**config.mk**
```make
export PLATFORM = sky130hd
export DESIGN_NAME = fpmul_core
export DESIGN_NICKNAME = d
export VERILOG_FILES = /design/src/rtl/fpmul_pkg.sv /design/src/rtl/fpmul_mant_seq.sv /design/src/rtl/fpmul_core.sv
export SDC_FILE = /design/constraint.sdc
export NUM_CORES = 1
export LEC_CHECK = 0
export ABC_AREA = 1
export BUFFER_PORTS_ARGS = -buffer_cell sky130_fd_sc_hd__buf_2
export CAP_MARGIN = 20
export CORE_ASPECT_RATIO = 0.6
export CORE_MARGIN = 3
export CORE_UTILIZATION = 50
export DETAILED_ROUTE_END_ITERATION = 8
export PLACE_DENSITY_LB_ADDON = 0.25
export SYNTH_ARGS = -nofsm -noshare
export SYNTH_HDL_FRONTEND = slang
export SYNTH_SLANG_ARGS = --single-unit
```
**constraint.sdc**
```tcl
create_clock -name clk -period 18.07 [get_ports clk]
set_input_delay 3.614 -clock clk [delete_from_list [all_inputs] [get_ports clk]]
set_output_delay 3.614 -clock clk [all_outputs]
set_load 0.02 [all_outputs]
```
**src/rtl/fpmul_pkg.sv**
```systemverilog
// Shared types and constants for the FPMUL single-precision multiply engine.
// Holds the FSM state enum, register map, IEEE constants and special-case classifier.
package fpmul_pkg;

   typedef enum logic [2:0] {
      ST_IDLE,
      ST_UNPACK,
      ST_MUL,
      ST_NORM,
      ST_DONE
   } state_e;

   localparam logic [1:0] REG_OPA  = 2'd0;
   localparam logic [1:0] REG_OPB  = 2'd1;
   localparam logic [1:0] REG_STAT = 2'd2;
   localparam logic [1:0] REG_RES  = 2'd3;

   localparam int          EXP_BIAS = 127;
   localparam logic [31:0] QNAN     = 32'h7FC00000;

   typedef enum logic [1:0] {
      CLS_NORMAL,
      CLS_ZERO,
      CLS_INF,
      CLS_NAN
   } cls_e;

   // Exponent field 0 counts as zero, so denormal inputs are flushed here.
   function automatic cls_e classify(input logic [31:0] a, input logic [31:0] b);
      logic a_nan, b_nan, a_inf, b_inf, a_zero, b_zero;
      cls_e cls;
      a_nan  = (a[30:23] == 8'hFF) && (a[22:0] != 23'd0);
      b_nan  = (b[30:23] == 8'hFF) && (b[22:0] != 23'd0);
      a_inf  = (a[30:23] == 8'hFF) && (a[22:0] == 23'd0);
      b_inf  = (b[30:23] == 8'hFF) && (b[22:0] == 23'd0);
      a_zero = (a[30:23] == 8'h00);
      b_zero = (b[30:23] == 8'h00);
      if (a_nan || b_nan || (a_inf && b_zero) || (a_zero && b_inf)) begin
         cls = CLS_NAN;
      end else if (a_inf || b_inf) begin
         cls = CLS_INF;
      end else if (a_zero || b_zero) begin
         cls = CLS_ZERO;
      end else begin
         cls = CLS_NORMAL;
      end
      return cls;
   endfunction

endpackage

```
**src/rtl/fpmul_mant_seq.sv**
```systemverilog
// Bit-serial shift-add significand multiplier: start loads and examines bit 0,
// then one multiplier bit per cycle; valid pulses 24 cycles after start.
module fpmul_mant_seq
   import fpmul_pkg::*;
#(
   parameter int MANT_W = 24
) (
   input  logic                  clk,
   input  logic                  rst,
   input  logic                  start,
   input  logic [MANT_W-1:0]     a,
   input  logic [MANT_W-1:0]     b,
   output logic [2*MANT_W-1:0]   prod,
   output logic                  valid
);

   logic [2*MANT_W-1:0] acc_q;
   logic [2*MANT_W-1:0] mcand_q;
   logic [MANT_W-1:0]   mplier_q;
   logic [4:0]          cnt_q;
   logic                run_q;
   logic                valid_q;

   always_ff @(posedge clk or posedge rst) begin
      if (rst) begin
         acc_q    <= '0;
         mcand_q  <= '0;
         mplier_q <= '0;
         cnt_q    <= '0;
         run_q    <= 1'b0;
         valid_q  <= 1'b0;
      end else begin
         valid_q <= 1'b0;
         if (start) begin
            acc_q    <= b[0] ? {{MANT_W{1'b0}}, a} : '0;
            mcand_q  <= {{(MANT_W-1){1'b0}}, a, 1'b0};
            mplier_q <= b >> 1;
            cnt_q    <= 5'd1;
            run_q    <= 1'b1;
         end else if (run_q) begin
            if (mplier_q[0]) begin
               acc_q <= acc_q + mcand_q;
            end
            mcand_q  <= mcand_q << 1;
            mplier_q <= mplier_q >> 1;
            cnt_q    <= cnt_q + 5'd1;
            if (cnt_q == 5'(MANT_W - 1)) begin
               run_q   <= 1'b0;
               valid_q <= 1'b1;
            end
         end
      end
   end

   assign prod  = acc_q;
   assign valid = valid_q;

endmodule

```
**src/rtl/fpmul_core.sv**
```systemverilog
// Memory-mapped FP32 multiplier: GO to done in 27 edges; writes/GO while busy are dropped.
// Rounding is truncation unless FPMUL_RNE_EN is defined (round-to-nearest-even).
module fpmul_core
   import fpmul_pkg::*;
#(
   parameter int MANT_W    = 24,
   parameter bit LAT_CHECK = 1'b0
) (
   input  logic        clk,
   input  logic        rst,
   input  logic        we0,
   input  logic        we1,
   input  logic        we2,
   input  logic [31:0] wd,
   input  logic [1:0]  rd_sel,
   output logic [31:0] rd,
   output logic        busy,
   output logic        done
);

   state_e state_q, state_d;

   logic [31:0]          opa_q, opb_q;
   logic [31:0]          snap_a_q, snap_b_q;
   logic [31:0]          resn_q, res_q;
   logic                 busy_q, done_q;
   logic                 sign_q;
   logic signed [9:0]    exp_q;
   cls_e                 cls_q;

   logic                 go;
   logic                 op_wr_en;
   logic                 seq_start;
   logic [MANT_W-1:0]    mant_a, mant_b;
   logic [2*MANT_W-1:0]  prod;
   logic                 prod_vld;
   logic [31:0]          norm_res;

   assign go       = we2 && wd[0];
   assign op_wr_en = !busy_q || (state_q == ST_DONE);

   // Snapshots taken on the GO edge, so a same-cycle operand write is not seen.
   assign mant_a = (snap_a_q[30:23] == 8'h00) ? '0 : {1'b1, snap_a_q[22:0]};
   assign mant_b = (snap_b_q[30:23] == 8'h00) ? '0 : {1'b1, snap_b_q[22:0]};

   fpmul_mant_seq #(.MANT_W(MANT_W)) u_mant_seq (
      .clk   (clk),
      .rst   (rst),
      .start (seq_start),
      .a     (mant_a),
      .b     (mant_b),
      .prod  (prod),
      .valid (prod_vld)
   );

   always_ff @(posedge clk or posedge rst) begin
      if (rst) begin
         state_q <= ST_IDLE;
      end else begin
         state_q <= state_d;
      end
   end

   always_comb begin
      state_d   = state_q;
      seq_start = 1'b0;
      case (state_q)
         ST_IDLE:   if (go) state_d = ST_UNPACK;
         ST_UNPACK: begin
            seq_start = 1'b1;
            state_d   = ST_MUL;
         end
         ST_MUL:    if (prod_vld) state_d = ST_NORM;
         ST_NORM:   state_d = ST_DONE;
         ST_DONE:   state_d = ST_IDLE;
         default:   state_d = ST_IDLE;
      endcase
   end

   always_comb begin
      logic                 hi;
      logic [MANT_W-2:0]    mant;
      logic signed [9:0]    exp_n;
`ifdef FPMUL_RNE_EN
      logic                 guard, rnd, sticky, carry;
`endif
      hi    = prod[2*MANT_W-1];
      mant  = hi ? prod[2*MANT_W-2 -: MANT_W-1] : prod[2*MANT_W-3 -: MANT_W-1];
      exp_n = exp_q + (hi ? 10'sd1 : 10'sd0);
`ifdef FPMUL_RNE_EN
      guard  = hi ? prod[MANT_W-1] : prod[MANT_W-2];
      rnd    = hi ? prod[MANT_W-2] : prod[MANT_W-3];
      sticky = hi ? (|prod[MANT_W-3:0]) : (|prod[MANT_W-4:0]);
      carry  = 1'b0;
      if (guard && (rnd || sticky || mant[0])) begin
         {carry, mant} = {1'b0, mant} + {{(MANT_W-1){1'b0}}, 1'b1};
      end
      // Fraction wrapped to zero: value is now 2.0, i.e. 1.0 at the next exponent.
      if (carry) begin
         exp_n = exp_n + 10'sd1;
      end
`endif
      case (cls_q)
         CLS_NAN:  norm_res = QNAN;
         CLS_INF:  norm_res = {sign_q, 8'hFF, 23'd0};
         CLS_ZERO: norm_res = {sign_q, 31'd0};
         default: begin
            if (exp_n >= 10'sd255) begin
               norm_res = {sign_q, 8'hFF, 23'd0};
            end else if (exp_n <= 10'sd0) begin
               norm_res = {sign_q, 31'd0};
            end else begin
               norm_res = {sign_q, exp_n[7:0], mant};
            end
         end
      endcase
   end

`ifndef FPMUL_RNE_EN
   logic unused_prod_lo;
   assign unused_prod_lo = ^prod[MANT_W-2:0];
`endif

   always_ff @(posedge clk or posedge rst) begin
      if (rst) begin
         opa_q    <= '0;
         opb_q    <= '0;
         snap_a_q <= '0;
         snap_b_q <= '0;
         resn_q   <= '0;
         res_q    <= '0;
         busy_q   <= 1'b0;
         done_q   <= 1'b0;
         sign_q   <= 1'b0;
         exp_q    <= '0;
         cls_q    <= CLS_NORMAL;
      end else begin
         if (we0 && op_wr_en) opa_q <= wd;
         if (we1 && op_wr_en) opb_q <= wd;
         if (state_q == ST_IDLE && go) begin
            busy_q   <= 1'b1;
            done_q   <= 1'b0;
            snap_a_q <= opa_q;
            snap_b_q <= opb_q;
         end
         if (state_q == ST_UNPACK) begin
            sign_q <= snap_a_q[31] ^ snap_b_q[31];
            exp_q  <= ({2'b00, snap_a_q[30:23]} + {2'b00, snap_b_q[30:23]}) - 10'(EXP_BIAS);
            cls_q  <= classify(snap_a_q, snap_b_q);
         end
         if (state_q == ST_NORM) resn_q <= norm_res;
         if (state_q == ST_DONE) begin
            res_q  <= resn_q;
            busy_q <= 1'b0;
            done_q <= 1'b1;
         end
      end
   end

   always_comb begin
      rd = '0;
      case (rd_sel)
         REG_OPA:  rd = opa_q;
         REG_OPB:  rd = opb_q;
         REG_STAT: rd = {30'd0, done_q, busy_q};
         REG_RES:  rd = res_q;
         default:  rd = '0;
      endcase
   end

   assign busy = busy_q;
   assign done = done_q;

   generate
      if (LAT_CHECK) begin : g_lat_chk
         logic [5:0] lat_q;
         always_ff @(posedge clk or posedge rst) begin
            if (rst) begin
               lat_q <= '0;
            end else if (state_q == ST_IDLE) begin
               lat_q <= '0;
            end else begin
               lat_q <= lat_q + 6'd1;
            end
         end
         a_done_lat : assert property (@(posedge clk) disable iff (rst)
            (state_q == ST_DONE) |-> (lat_q == 6'd26));
      end
   endgenerate

endmodule

```
# Word-level counts from Yosys, hierarchy flattened
# Index checks and enable logic that the tools add are counted.
word_totals:
  regBits: 337
  input_bits: 39
  wordCells: 106
classes:
  add_sub_neg: 5
  n_reduce_logical: 30
  n_mux: 35
  bitwise: 1
  order_cmp: 2
  n_eq_ne: 15
op_table:
  columns: ["cell", "count"]
  rows:
  - ["$mux 48", 5]
  - ["$pmux 32 s4", 1]
  - ["$mux 24", 5]
  - ["$pmux 32 s3", 1]
  - ["$mux 31", 2]
  - ["$add 48x48->48", 1]
  - ["$logic_not 23->1", 2]
  - ["$reduce_bool 23->1", 2]
  - ["$mux 23", 1]
  - ["$eq 8x8->1 const B", 2]
  - ["$logic_not 8->1", 2]
  - ["$mux 1", 13]
  - ["$pmux 3 s4", 1]
  - ["$add 10x2->10", 1]
  - ["$ge 10x9->1 const B", 1]
  - ["$le 10x1->1 const B", 1]
  - ["$logic_and 1x1->1", 10]
  - ["$mux 5", 2]
  - ["$sub 9x7->10 const B", 1]
  - ["$add 8x8->9", 1]
  - ["$eq 2x2->1 const B", 4]
  - ["$eq 3x2->1 const B", 2]
  - ["$logic_or 1x1->1", 6]
  - ["$mux 3", 2]
  - ["14 further kinds", 19]

# Depth between registers and ports, before layout
logic_depth:
  ltp_word: 6
  depth_mapped: 17

# Cells and area by module
# A second synthesis with hierarchy kept.
unflattened:
  hier_cells: 2722
  hier_area_um2: 19346.1
by_module_without_submodules:
  columns: ["module", "seq_area_each_um2", "n_inst", "cells_per_inst", "area_per_inst_um2"]
  rows:
  - ["fpmul_core", 5255.0, 1, 1279, 10139.7]
  - ["fpmul_mant_seq", 3128.0, 1, 1443, 9206.3]

# Worst setup path after synthesis
# Ideal clock, no wire load.
synth_timing:
  path_kind: "input -> output"
  startpoint: "input rd_sel[0]"
  endpoint: "output rd[10]"
  required_ps: 14456
  setup_slack_ps: 9716
  arrival_ps: 4740
  stages: 5
  path_cell_list: "inv_1 nor2_1 inv_1 clkbuf_1 o211ai_1"
synth_via:
  elab_chain_cells: 2
  elab_cells_between_ends: 5
synth_rtl:
  columns: ["item", "line", "text"]
  rows:
  - ["from (decl)", "fpmul_core.sv:15", "input logic [1:0] rd_sel,"]
  - ["$eq 2x2->1 (tied with other cells)", "fpmul_core.sv:162", "case (rd_sel)"]
  - ["$pmux 32 s4 *", "fpmul_core.sv:162", null]
  - ["to (decl)", "fpmul_core.sv:16", "output logic [31:0] rd,"]
# Every way passes the cells marked *; elsewhere a longest branch is shown, timed or not.

# Worst setup path in the final report
layout_timing:
  startpoint: "input rd_sel[0]"
  endpoint: "output rd[24]"
# The elaborated chain is that of the path after synthesis.

==> metrics <==
YS warnings=0; Switching Fraction=47.0%; Comb pwr share=46.1%; fin crit share=49.9%; Via density=5.68; power per cell area=199 nW/µm²; Top FF cell, synth=dfrtp_1; R2R setup slack=14.31 ns; endpoints failing setup=0; antenna-violating nets left=0; Cells after Synth=2501; Metal-1 WL=27.9 mm; drt pass-1 iters=6; port buffer count=72; Post-layout nets=2645; antenna violations before repair=0; syn_area_per_cell=7.37 µm²; Core Box Area=35700 µm²; post-DP HPWL=43.2 mm; worst-margin pin slew=1.01 ns; CTS Buffer Depth=3; CP required=14.46 ns; Setup Fix Bufs, Post-CTS=0; Leakage Power=10.4 nW; die height=155 µm; Max-cap violations=0; htree depth=2; post-cts resize count=0; fin. max-slew vios=0; Reg clk slew, reported paths=0.07 ns; CP startpoint kind=primary input; Tot GR Track Use=30.1%; Psw=1.92 mW; Worst Path Arrival=5.41 ns; vias in the first global route=16000; Worst Path Max Fanout=24; crit path kind=in -> out; Pint=2.17 mW; Final Hold Viols=0; CTS tree=done; met2 wire length=22.5 mm; vias after detailed routing=17200; routability cong.=1.04; TritonCTS Buffers=35; share of cells above drive strength 1=7.60%; RSZ-0062 raised after global routing=no; slew margin rel.=32.5%; CTS sink cnt=334; synth unique cells=48; top cell type's share of synthesized area=45.3%; Synth top cells by count=741 x nand2_1, 334 x dfrtp_1, 309 x inv_1; clock latency on the worst-skew pair=0.55 ns; initial core utilization=51.7%; Post-Syn Area=18400 µm²; Synth area leader=dfrtp_1; largest net degree at the start of global routing=123; worst min path class=reg -> reg; met3 wire length=6.97 mm; Top Layer Used=met4; number of synthesized register bits=334; hold buffers post-CTS=0; die width=254 µm; status=finished, final reports clean; gr ovfl total=0; Mapped Nets=2606; Post-synth EDFFs=0; setup_tns=0 ns; initial DRC count=1975; sequential share of power=33.5%; post-route minimum period=9.02 ns; top-count cell post-synth=nand2_1; row count=53; Max VDD drop=0.111 mV; Antenna Cells=0; Synth area leaders=dfrtp_1 45%, nand2_1 15%, o21ai_0 7.4%; I/O pin cnt=73; Worst setup EP type=primary output; WL final=58.4 mm; Seq/Total Area, Yosys=45.3%; Area Overhead vs Synth=11.3%; Root Buffer=clkbuf_16; maximum clock frequency=111 MHz; total power draw=4.09 mW; clock share of power=20.4%; Wirelength per Cell=19.3 µm; skew final=0.0194 ns; DRC viols=0; FFs w/ async S/R, synth=100%; full die area=39300 µm²; Finished Core Util=57.5%; global-route wire length before repair=91.8 mm
==> stage by stage <==
stage,area [µm²],setup WS (ns),hold slack (ns),std cells
6_report,20500,9.05,0.489,3034
3_5_place_dp,19100,9.09,0.474,2967
4_1_cts,20400,9.07,0.489,3031
3_3_place_gp,19100,9.26,0.466,2967
5_1_grt,20500,8.78,0.512,3034
2_1_floorplan,18400,5.20,0.448,2501
==> power by group through the flow <==
stage,clock [mW],sequential (mW),combinational (mW)
floorplan,0,1.26,1.31
global placement,0,1.37,1.76
detailed placement,0,1.37,1.80
CTS,0.843,1.36,1.82
global route,0.874,1.41,2.10
finish,0.834,1.37,1.88
==> worst paths after layout <==
check | cells after the start | endpoint | from
max in group asynchronous | 3 | u_mant_seq.cnt_q[4] | rst
worst max-delay path | 6 | rd[24] | rd_sel[0]
worst min register to register | 2 | opb_q[13] | opb_q[13]
min in group asynchronous | 2 | opb_q[13] | rst
worst min-delay path | 2 | opb_q[13] | opb_q[13]
worst max register to register | 9 | u_mant_seq.prod[36] | state_q[2]
==> cells by family after synthesis <==
| family | after synthesis | synth area share, % |
|---|---|---|
| buffers and inverters | 408 | 8.75 |
| AND/OR/NAND/NOR | 1163 | 25.7 |
| XOR/XNOR | 6 | 0.285 |
| AO/OA/AOI/OAI | 517 | 14.9 |
| flip-flops | 334 | 45.3 |
| adder cells (fa/ha/maj) | 66 | 4.56 |
| multiplexers | 7 | 0.428 |
==> critical path, cell delays in order <==
cell and delay, ns:
buf_2 0.11, inv_1 0.07, nor2_1 0.44, inv_1 0.56, o221ai_1 0.39, buf_2 0.23
==> layout make-up <==
| class | count | area (µm²) |
|---|---|---|
| Inverter | 320 | 1210 |
| Clock inverter | 18 | 313 |
| Timing Repair Buffer | 90 | 541 |
| Multi-Input combinational cell | 1759 | 8490 |
| Tap cell | 467 | 584 |
| Clock buffer | 46 | 1020 |
| Sequential cell | 334 | 8360 |
| Fill cell | 3312 | 15200 |
==> metal layers <==
layer,up-vias,track usage [%]
li1,8148,-
met1,8194,47.3
met2,814,39.8
met3,74,9.78
met4,0,6.27
met5,-,0
==> registers in the layout, summed over array words and instances, names as in the netlist <==
name,count
u_mant_seq.mplier_q,23
u_mant_seq.prod,47
opb_q,32
opa_q,32
u_mant_seq.run_q,1
done,1
sign_q,1
u_mant_seq.valid,1
u_mant_seq.mcand_q,47
resn_q,32
snap_b_q,32
exp_q,10
busy,1
state_q,3
res_q,32
snap_a_q,32
cls_q,2
u_mant_seq.cnt_q,5
==> cell usage in the layout, fill, tap and decap left out, types with 26 or more instances in the layout <==
cell type,n
nand3_1,119
nand2_1,738
clkbuf_16,36
ha_1,64
buf_2,72
dfrtp_1,334
o21ai_0,273
nor2_1,233
inv_1,308
a21oi_1,156
o22ai_1,26
No activity file was read; power rests on OpenSTA's default activity.
